### config.mk
export PLATFORM = sky130hd
export DESIGN_NAME = uart_rx_deserializer
export DESIGN_NICKNAME = d
export VERILOG_FILES = /design/src/rtl/serial_pkg.sv /design/src/rtl/baud_tick_gen.sv /design/src/rtl/uart_rx_deserializer.sv
export SDC_FILE = /design/constraint.sdc
export NUM_CORES = 1
export LEC_CHECK = 0
export CORE_ASPECT_RATIO = 1.4
export CORE_MARGIN = 2
export CORE_UTILIZATION = 57
export CTS_CLUSTER_DIAMETER = 60
export DETAILED_ROUTE_END_ITERATION = 8
export GPL_ROUTABILITY_DRIVEN = 1
export PLACE_DENSITY_LB_ADDON = 0.25
export SETUP_SLACK_MARGIN = 0.02
export SLEW_MARGIN = 20
export SYNTH_ARGS = -nofsm -noshare
export SYNTH_HDL_FRONTEND = slang
export SYNTH_SLANG_ARGS = --single-unit
### constraint.sdc
create_clock -name clock -period 3.1 [get_ports clock]
set_clock_uncertainty 0.2 [all_clocks]
set_input_delay 0.465 -clock clock [delete_from_list [all_inputs] [get_ports clock]]
set_output_delay 0.465 -clock clock [all_outputs]
set_load 0.01 [all_outputs]
### src/rtl/serial_pkg.sv
// Shared serial definitions: parity/receiver state encodings, oversampling
// constants and small helpers used by the UART receive path.
package serial_pkg;

  // Ticks per bit period; the vote points below assume exactly 16.
  localparam int OVERSAMPLE = 16;

  // Oversample tick indices (within a bit period) used for the majority vote.
  localparam logic [3:0] VOTE_TICKS [3] = '{4'd7, 4'd8, 4'd9};

  typedef enum logic [2:0] {
    NONE  = 3'd0,
    EVEN  = 3'd1,
    ODD   = 3'd2,
    MARK  = 3'd3,
    SPACE = 3'd4
  } parity_t;

  typedef enum logic [2:0] {
    IDLE      = 3'd0,
    START     = 3'd1,
    DATA      = 3'd2,
    PARITY    = 3'd3,
    STOP      = 3'd4,
    WAIT_HIGH = 3'd5
  } rx_state_t;

  // Map the raw parity_mode field onto the enum; reserved codes mean no parity.
  function automatic parity_t decode_parity(input logic [2:0] mode);
    parity_t p;
    case (mode)
      3'b001:  p = EVEN;
      3'b010:  p = ODD;
      3'b011:  p = MARK;
      3'b100:  p = SPACE;
      default: p = NONE;
    endcase
    return p;
  endfunction

  // Two-out-of-three majority.
  function automatic logic majority3(input logic a, input logic b, input logic c);
    return (a & b) | (a & c) | (b & c);
  endfunction

  // Parity bit the transmitter should have sent, given XOR of the data bits.
  function automatic logic expected_parity(input parity_t mode, input logic data_xor);
    logic e;
    case (mode)
      EVEN:    e = data_xor;
      ODD:     e = ~data_xor;
      MARK:    e = 1'b1;
      SPACE:   e = 1'b0;
      default: e = 1'b0;
    endcase
    return e;
  endfunction

endpackage

### src/rtl/baud_tick_gen.sv
// Oversample tick generator: one-clock tick every 'divisor' clocks (0 acts as 1).
// The divisor is latched on restart, which also realigns the tick phase.
module baud_tick_gen (
  input  logic        clock,
  input  logic        reset,
  input  logic [15:0] divisor,
  input  logic        restart,
  input  logic        run,
  output logic        tick
);

  logic [15:0] reload_s;
  logic [15:0] reload_r;
  logic [15:0] count_r;

  assign reload_s = (divisor == 16'd0) ? 16'd0 : (divisor - 16'd1);

  // Down-counter: load on restart, free-run and reload at zero while running.
  always_ff @(posedge clock) begin
    if (reset) begin
      reload_r <= 16'd0;
      count_r  <= 16'd0;
    end else if (restart) begin
      reload_r <= reload_s;
      count_r  <= reload_s;
    end else if (run) begin
      if (count_r == 16'd0) begin
        count_r <= reload_r;
      end else begin
        count_r <= count_r - 16'd1;
      end
    end
  end

  assign tick = run && (count_r == 16'd0);

endmodule

### src/rtl/uart_rx_deserializer.sv
// UART receive front end: 16x oversampled, majority-voted deserializer for
// 5-8 data bits, optional parity and 1/2 stop bits, feeding the RX FIFO.
// Optional feature macro: BREAK_DETECT_EN (adds sticky break_detected output;
// a break frame is then swallowed instead of written with a framing error).
module uart_rx_deserializer #(
  parameter int OVERSAMPLE  = 16,
  parameter int SYNC_STAGES = 2
) (
  input  logic        clock,
  input  logic        reset,
  input  logic        enable,
  input  logic        rx,
  input  logic [15:0] baud_divisor,
  input  logic [1:0]  data_bits,
  input  logic [2:0]  parity_mode,
  input  logic        two_stop,
  input  logic        clear_errors,
  output logic        wr_request,
  output logic [8:0]  wr_data,
`ifdef BREAK_DETECT_EN
  output logic        break_detected,
`endif
  output logic        busy,
  output logic        parity_error,
  output logic        framing_error
);

  import serial_pkg::*;

  localparam logic [3:0] LAST_TICK = 4'(OVERSAMPLE - 1);

  rx_state_t             state_r, state_s;
  logic [SYNC_STAGES-1:0] sync_r;
  logic                  rx_s;
  logic                  tick_s;
  logic                  run_s;
  logic                  start_det_s;
  logic                  vote_now_s;
  logic                  vote_s;

  logic [3:0]            sample_cnt_r;
  logic                  samp0_r, samp1_r;
  logic [2:0]            bit_cnt_r;
  logic                  stop_cnt_r;
  logic [7:0]            shreg_r;
  logic                  par_acc_r;
  logic                  perr_acc_r;
  logic                  ferr_acc_r;

  logic [1:0]            data_bits_r;
  parity_t               parity_r;
  logic                  two_stop_r;

  logic                  last_data_s;
  logic                  last_stop_s;
  logic                  frame_bad_s;
  logic                  write_s;
  logic                  perr_set_s;
  logic                  ferr_set_s;

  logic                  wr_request_r;
  logic [8:0]            wr_data_r;
  logic                  busy_r;
  logic                  parity_error_r;
  logic                  framing_error_r;

`ifdef BREAK_DETECT_EN
  logic                  seen_one_r;
  logic                  brk_set_s;
  logic                  break_detected_r;
`endif

  // Metastability chain for the asynchronous rx line (resets to idle-high).
  always_ff @(posedge clock) begin
    if (reset) begin
      sync_r <= '1;
    end else begin
      sync_r <= {sync_r[SYNC_STAGES-2:0], rx};
    end
  end

  assign rx_s        = sync_r[SYNC_STAGES-1];
  assign run_s       = (state_r == START) || (state_r == DATA) ||
                       (state_r == PARITY) || (state_r == STOP);
  assign start_det_s = (state_r == IDLE) && enable && !rx_s;
  assign vote_now_s  = tick_s && (sample_cnt_r == VOTE_TICKS[2]);
  assign vote_s      = majority3(samp0_r, samp1_r, rx_s);
  assign last_data_s = (bit_cnt_r == (3'd4 + {1'b0, data_bits_r}));
  assign last_stop_s = !two_stop_r || stop_cnt_r;
  assign frame_bad_s = ferr_acc_r | ~vote_s;

  baud_tick_gen u_tick (
    .clock   (clock),
    .reset   (reset),
    .divisor (baud_divisor),
    .restart (start_det_s),
    .run     (run_s),
    .tick    (tick_s)
  );

  // State register.
  always_ff @(posedge clock) begin
    if (reset) begin
      state_r <= IDLE;
    end else begin
      state_r <= state_s;
    end
  end

  // Next-state and per-character event decode; one vote consumed per bit.
  always_comb begin
    state_s    = state_r;
    write_s    = 1'b0;
    perr_set_s = 1'b0;
    ferr_set_s = 1'b0;
`ifdef BREAK_DETECT_EN
    brk_set_s  = 1'b0;
`endif
    if (!enable && (state_r != IDLE)) begin
      state_s = IDLE;
    end else begin
      case (state_r)
        IDLE: begin
          if (start_det_s) begin
            state_s = START;
          end else begin
            state_s = IDLE;
          end
        end
        START: begin
          if (vote_now_s) begin
            state_s = vote_s ? IDLE : DATA;
          end else begin
            state_s = START;
          end
        end
        DATA: begin
          if (vote_now_s && last_data_s) begin
            state_s = (parity_r != NONE) ? PARITY : STOP;
          end else begin
            state_s = DATA;
          end
        end
        PARITY: begin
          if (vote_now_s) begin
            state_s = STOP;
          end else begin
            state_s = PARITY;
          end
        end
        STOP: begin
          if (!vote_now_s) begin
            state_s = STOP;
`ifdef BREAK_DETECT_EN
          end else if (!stop_cnt_r && !vote_s && !seen_one_r) begin
            brk_set_s = 1'b1;
            state_s   = WAIT_HIGH;
`endif
          end else if (last_stop_s) begin
            write_s    = 1'b1;
            perr_set_s = perr_acc_r;
            ferr_set_s = frame_bad_s;
            state_s    = vote_s ? IDLE : WAIT_HIGH;
          end else begin
            state_s = STOP;
          end
        end
        WAIT_HIGH: begin
          if (rx_s) begin
            state_s = IDLE;
          end else begin
            state_s = WAIT_HIGH;
          end
        end
        default: begin
          state_s = IDLE;
        end
      endcase
    end
  end

  // Frame datapath: config capture, oversample position, vote samples, shifting.
  always_ff @(posedge clock) begin
    if (reset) begin
      data_bits_r  <= 2'd0;
      parity_r     <= NONE;
      two_stop_r   <= 1'b0;
      sample_cnt_r <= 4'd0;
      samp0_r      <= 1'b1;
      samp1_r      <= 1'b1;
      bit_cnt_r    <= 3'd0;
      stop_cnt_r   <= 1'b0;
      shreg_r      <= 8'h00;
      par_acc_r    <= 1'b0;
      perr_acc_r   <= 1'b0;
      ferr_acc_r   <= 1'b0;
    end else if (start_det_s) begin
      data_bits_r  <= data_bits;
      parity_r     <= decode_parity(parity_mode);
      two_stop_r   <= two_stop;
      sample_cnt_r <= 4'd0;
      bit_cnt_r    <= 3'd0;
      stop_cnt_r   <= 1'b0;
      shreg_r      <= 8'h00;
      par_acc_r    <= 1'b0;
      perr_acc_r   <= 1'b0;
      ferr_acc_r   <= 1'b0;
    end else if (tick_s) begin
      sample_cnt_r <= (sample_cnt_r == LAST_TICK) ? 4'd0 : (sample_cnt_r + 4'd1);
      if (sample_cnt_r == VOTE_TICKS[0]) begin
        samp0_r <= rx_s;
      end
      if (sample_cnt_r == VOTE_TICKS[1]) begin
        samp1_r <= rx_s;
      end
      if (vote_now_s) begin
        case (state_r)
          DATA: begin
            shreg_r[bit_cnt_r] <= vote_s;
            par_acc_r          <= par_acc_r ^ vote_s;
            bit_cnt_r          <= bit_cnt_r + 3'd1;
          end
          PARITY: begin
            perr_acc_r <= (vote_s != expected_parity(parity_r, par_acc_r));
          end
          STOP: begin
            stop_cnt_r <= 1'b1;
            ferr_acc_r <= ferr_acc_r | ~vote_s;
          end
          default: begin
            stop_cnt_r <= stop_cnt_r;
          end
        endcase
      end
    end
  end

`ifdef BREAK_DETECT_EN
  // Remember whether any data or parity bit of this frame voted high.
  always_ff @(posedge clock) begin
    if (reset) begin
      seen_one_r <= 1'b0;
    end else if (start_det_s) begin
      seen_one_r <= 1'b0;
    end else if (vote_now_s && vote_s && ((state_r == DATA) || (state_r == PARITY))) begin
      seen_one_r <= 1'b1;
    end
  end

  // Sticky break flag; a new break beats a simultaneous clear.
  always_ff @(posedge clock) begin
    if (reset) begin
      break_detected_r <= 1'b0;
    end else if (brk_set_s) begin
      break_detected_r <= 1'b1;
    end else if (clear_errors) begin
      break_detected_r <= 1'b0;
    end
  end

  assign break_detected = break_detected_r;
`endif

  // FIFO write port: single-cycle pulse, data held until the next character.
  always_ff @(posedge clock) begin
    if (reset) begin
      wr_request_r <= 1'b0;
      wr_data_r    <= 9'h000;
    end else begin
      wr_request_r <= write_s;
      if (write_s) begin
        wr_data_r <= {perr_acc_r | frame_bad_s, shreg_r};
      end
    end
  end

  // Busy covers everything from start detection until back in IDLE.
  always_ff @(posedge clock) begin
    if (reset) begin
      busy_r <= 1'b0;
    end else begin
      busy_r <= (state_s != IDLE);
    end
  end

  // Sticky error flags; a new error beats a simultaneous clear.
  always_ff @(posedge clock) begin
    if (reset) begin
      parity_error_r  <= 1'b0;
      framing_error_r <= 1'b0;
    end else begin
      if (perr_set_s) begin
        parity_error_r <= 1'b1;
      end else if (clear_errors) begin
        parity_error_r <= 1'b0;
      end
      if (ferr_set_s) begin
        framing_error_r <= 1'b1;
      end else if (clear_errors) begin
        framing_error_r <= 1'b0;
      end
    end
  end

  assign wr_request    = wr_request_r;
  assign wr_data       = wr_data_r;
  assign busy          = busy_r;
  assign parity_error  = parity_error_r;
  assign framing_error = framing_error_r;

endmodule

Word level (Yosys, flattened, before mapping). Index checks and enable logic that the tools add are counted.

Memories kept: 0. Register bits after elaboration: 77. Input port bits: 27. Latch bits: 0. Output and inout port bits: 13. Bits in writable memories: 0. Word-level logic and storage cells: 128. Memory bits (read-only): 0.

$add $sub $neg: 5. Order comparisons: 2. Bitwise operators: 11. Multiplexer cells: 42. Shift-type cells: 0. Multiply operators: 0. Equality and inequality tests: 18. Reduce and logical (&&, ||, !) cells: 29. Div/mod/pow operators: 0.

Operators with widths (count): $mux 16 (4); $logic_not 16->1 (2); $sub 16x1->16 const B (2); $mux 3 (8); $mux 1 (22); $eq 3x2->1 const B (6); $pmux 3 s6 (1); $reduce_and 3->1 (5); $eq 4x4->1 const B (3); $pmux 3 s4 (1); $eq 3x1->1 const B (3); $eq 3x3->1 const B (3); $reduce_bool 3->1 (3); $bwmux 8 (1); $logic_and 1x1->1 (7); $reduce_bool 2->1 (3); $add 4x1->4 const B (1); $eq 4x3->1 const B (1); $logic_or 1x1->1 (4); $lt 3x4->1 const B (1); $mux 2 (2); $mux 4 (1); $or 1x1->1 (4); $add 3x1->3 const B (1); 12 further kinds (18).

Depth between registers and ports, before layout. Gate-level depths: netlist (run 1).

Word-level depth: 11. Gate-level depth with buffers: 10. Gate-level depth less buffers: 8.

Modules after synthesis. From an unflattened synthesis (run 1), not the netlist that was laid out.

Cell total of the unflattened synthesis: 526. Area total of the unflattened synthesis: 4350.4 µm².

By module, submodules not included: baud_tick_gen (times used 1, area an instance 2223.4 µm², cells each 284, sequential area each 640.6 µm²); uart_rx_deserializer (times used 1, area an instance 2127.0 µm², cells each 242, sequential area each 900.9 µm²).

Worst setup path after synthesis (run 1). No wires, ideal clock.

Path type: input-to-reg. Start point: input port baud_divisor[0]. End point: register u_tick.count_r[6]. Required time: 2.781 ns. Slack: 0.408 ns. Cell stages on the path: 9. Arrival: 2.373 ns. Buffers on the path: 2. Library setup time: 0.119 ns. Cells stage by stage: inv_1 ha_1 or3b_2 clkbuf_1 or4_4 buf_6 o31ai_4 nor2_2 o221a_2.

Cells in the longest elaborated chain, start to end: 3. Elaborated cells on any way between the ends: 4. Those cells by class: 1 x add/sub; 2 x mux; 1 x reduce/logical.

RTL lines: start: declaration (line uart_rx_deserializer.sv:13) `input logic [15:0] baud_divisor,`; $sub 16x1->16 / $logic_not 16->1 (equally long branches) (line baud_tick_gen.sv:16) `assign reload_s = (divisor == 16'd0) ? 16'd0 : (divisor - 16'd1);`; $mux 16 * (line baud_tick_gen.sv:16); $mux 16 * (line baud_tick_gen.sv:23) `end else if (restart) begin`; end signal: assignment (line baud_tick_gen.sv:25) `count_r <= reload_s;`; end signal: assignment (line baud_tick_gen.sv:28) `count_r <= reload_r;`; end signal: assignment (line baud_tick_gen.sv:30) `count_r <= count_r - 16'd1;`; end: declaration (line baud_tick_gen.sv:14) `logic [15:0] count_r;`.

Every way passes the cells marked *; elsewhere a longest branch is shown, timed or not. A chain may end at the register's enable or synchronous reset.

Worst setup path in the final report (run 1).
Start point: register u_tick.count_r[6]. End point: register u_tick.count_r[9].

Cells in the longest elaborated chain, start to end: 4. Elaborated cells on any way between the ends: 5. Those cells by class: 1 x add/sub; 3 x mux; 1 x reduce/logical.

RTL lines: $sub 16x1->16 / $logic_not 16->1 (equally long branches) (line baud_tick_gen.sv:30, baud_tick_gen.sv:27); $mux 16 * (line baud_tick_gen.sv:27) `if (count_r == 16'd0) begin`; $mux 16 * (line baud_tick_gen.sv:26) `end else if (run) begin`; $mux 16 * (line baud_tick_gen.sv:23).

Every way passes the cells marked *; elsewhere a longest branch is shown, timed or not. The select of a mux whose other input is x is not followed.

==> results of run 1 <==
==> worst max-delay path, cell delays in order (launching register included) <==
cell and delay, ns:
dfxtp_1 0.38, nor4_2 0.54, nand4_4 0.36, nand2b_1 0.51, mux2_2 0.40, o21ai_0 0.22
a21oi_1 0.10
==> power by group through the flow <==
stage,logic (uW),clock network (uW),registers (uW)
2_1_floorplan,280,0,1050
3_3_place_gp,387,0,1060
3_5_place_dp,395,0,1060
4_1_cts,403,803,1040
5_1_grt,447,842,1040
6_report,406,796,1040
==> placed cells by master, fill, tap and decap left out, drive strengths merged, types with 4 or more instances in the layout <==
| cell type | count |
|---|---|
| a211oi | 4 |
| a21oi | 56 |
| buf | 19 |
| clkbuf | 9 |
| clkdlybuf4s50 | 39 |
| dfxtp | 77 |
| ha | 6 |
| inv | 14 |
| mux2i | 13 |
| nand2 | 59 |
| nand2b | 6 |
| nand3 | 12 |
| nand3b | 6 |
| nand4b | 4 |
| nor2 | 57 |
| nor2b | 4 |
| nor3 | 26 |
| nor4 | 9 |
| o21a | 4 |
| o21ai | 29 |
| or2 | 4 |
| or4 | 8 |
| xnor2 | 15 |
| xor2 | 13 |
==> cell type report <==
cell class | count | share of cell area, %
clock inverters | 7 | 1.72
clock buffers | 9 | 2.66
flip-flops and latches | 77 | 33.0
inverters | 10 | 0.805
repair buffers | 58 | 11.4
well taps | 92 | 2.47
multi-input cells | 371 | 47.9
==> how the worst min path moves through the flow <==
stage                     cells after the start                      end
after floorplan                               1     sync_r[1]$_SDFF_PP1_
after global placement                        1     sync_r[1]$_SDFF_PP1_
after detailed placement                      1     sync_r[1]$_SDFF_PP1_
after CTS                                     2  wr_data[6]$_SDFFE_PP0P_
after global routing                          1     sync_r[1]$_SDFF_PP1_
final                                         1     sync_r[1]$_SDFF_PP1_
==> layer usage <==
layer	part of all wire (%)	wire length, um
met3	3.3	310
met5	0	0
met1	41	3850
met2	53	5000
met4	2.8	260
==> flip-flops by register name, summed over array words and instances (netlist names), 2 cells and up <==
register and flops:
wr_data 9, parity_r 3, u_tick.count_r 16, state_r 3
u_tick.reload_r 16, data_bits_r 2, shreg_r 8, sync_r 2
sample_cnt_r 4, bit_cnt_r 3
==> logic make-up (layout without fill, tap and decap cells) <==
family	after synthesis	count (layout)	synth area share, %
simple gates	209	209	27.8
compound gates	112	112	16.7
flops	77	77	39.3
buf+inv	37	84	3.79
xor+xnor	28	28	6.25
mux	16	16	4.18
fa+ha+maj	6	6	1.91
==> stage by stage <==
stage | total power (uW) | area (um2) | instances
CTS | 2240 | 4660 | 624
global placement | 1450 | 4460 | 608
floorplan | 1330 | 3920 | 485
detailed placement | 1460 | 4460 | 608
global route | 2330 | 4660 | 624
finish | 2240 | 4660 | 624
==> results.md, run 1 <==
* Slew @ Worst Pin at 0.542 ns
* R2R Path Start: u_tick.count_r[6]$_SDFFE_PP0P_
* Sw Share at 29.8%
* Max-slew violations at 0
* Std-Cell Rows at 35
* Inserted Diodes at 0
* I/O Buffers at 39
* Setup crit start: u_tick.count_r[6]$_SDFFE_PP0P_
* FF+latch area at 1540 um2
* Status: complete, no violations
* Post-DP HPWL at 6550 um
* Cell count after synthesis at 485
* Sequential power share at 46.4%
* Final setup viols at 0
* Final TNS setup at 0 ns
* Max_cap viols at 0
* Most common cell in the netlist: dfxtp_1
* Routability cong. at 0.913
* GRT Util Overall at 26.6%
* Fin. Hold Viols at 0
* Footprint of the multi-input gates at 2230 um2
* Post-route setup slack at 0.282 ns
* Seq/Total Area, Yosys at 39.3%
* Pwr Density at 480 nW/um2
* Gate power share at 18.1%
* Reg2reg setup slack at 0.28 ns
* Clk_lat worst skew at ~0.37 ns
* Worst setup EP type: flop
* Die Span Y at 102 um
* Worst-case vdd ir drop at 300 uV
* Setup Crit Path Kind: reg2reg
* Fill cells at 545
* Initial drt markers at 328
* # clock sinks at between 70 and 80
* Period Utilization, post-route at 90.9%
* Hold Crit Start: sync_r[0]$_SDFF_PP1_
* Met3 usage at 3.94%
* Syn Nets at just over 500
* WP data arrival at 2.87 ns
* Hold buffers post-CTS at 0
* CTS tree: built
* Final net count at 560
* Post-route DRC at 0
* 1st-pass router iterations at 5
* Hold Crit Class: reg2reg
* CP Capture Point: u_tick.count_r[9]$_SDFFE_PP0P_
* CTS resizes at 0
* CP required at 3.15 ns
* RR Endpoint: u_tick.count_r[9]$_SDFFE_PP0P_
* RSZ-0062 raised after global routing: false
* Max Clk Rate at between 0.3 and 0.4 GHz
* Layout cells sized above 1 at a little over a tenth
* Most frequent cells after synthesis: 77 x dfxtp_1, 59 x nand2_1, 56 x a21oi_1, 56 x nor2_1, 28 x o21ai_0
* Startpoint types: flop
* Chip Width at 74.1 um
* Reg2reg path depth at 6
* Pre-CTS setup slack at -0.00374 ns
* Util after Layout at 70.5%
* Clock transition at path regs at roughly 0.08 ns
* Area share of the largest cell type after synthesis at 39.3%
* Crit path max fanout at 16
* CTS max path bufs at 2
* Aggregate global routing overflow at 0
* Core Region at between 6000 and 7000 um2
* Clock root cell: clkbuf_8
* Slew margin rel. at 63.9%
* M2 GR Usage at 47.3%
* Most Used Layer, Global Route: met2
* Synth Cell Area at 3920 um2
* Min Tclk post-route at 2.82 ns
* Post-route antenna net violation count at 0
* Area Growth Syn to Fin at 18.9%
* Leakage at 0.00166 uW
* Post-synth EDFFs at 0
* Via density at 5.81
* # IOs at 40
* Int Power at 1570 uW
* Yosys warns at 0
* Initial Util at between 50% and 60%
* Post-CTS setup buffer count at 0
* Vias in the first global route at roughly 3400
* Routed WL at 9420 um
* Clock share of power at 35.5%
* Min Hold Slack at about 0.24 ns
* Post-synthesis register bit count at 77
* Yosys top cell by area: dfxtp_1
* CTS Buf Count at 9
* Via Count at 3624
* Synthesized area per cell at approximately 8.1 um2
* Synth top area cells: dfxtp_1 39%, a21oi_1 7.1%, nand2_1 5.6%
* Net Sw Power at 668 uW
* Met1 GRT Util at 31.0%
* Post-synth cell types at 58
* FFs w/ async S/R, synth at 0%
* First-pass GRT wire length at 15600 um
* Die Area at 7570 um2
* Largest net degree at the start of global routing at 41
* Antenna violations before repair at 0
* CTS H-tree lvls at 3
* Mean routed wirelength per cell at around 15 um
* Main synth FF type: dfxtp_1
Power figures use the tool's default switching activity.
==> inputs of run 2 (changes only) <==
--- a/config.mk
+++ b/config.mk
@@ -8,7 +8,7 @@
 export CORE_ASPECT_RATIO = 1.4
 export CORE_MARGIN = 2
 export CORE_UTILIZATION = 57
-export CTS_CLUSTER_DIAMETER = 60
+export CTS_CLUSTER_DIAMETER = 50
 export DETAILED_ROUTE_END_ITERATION = 8
 export GPL_ROUTABILITY_DRIVEN = 1
 export PLACE_DENSITY_LB_ADDON = 0.25
==> results of run 2 <==
The final DEF is identical to that of run 1; final timing and power are the same.
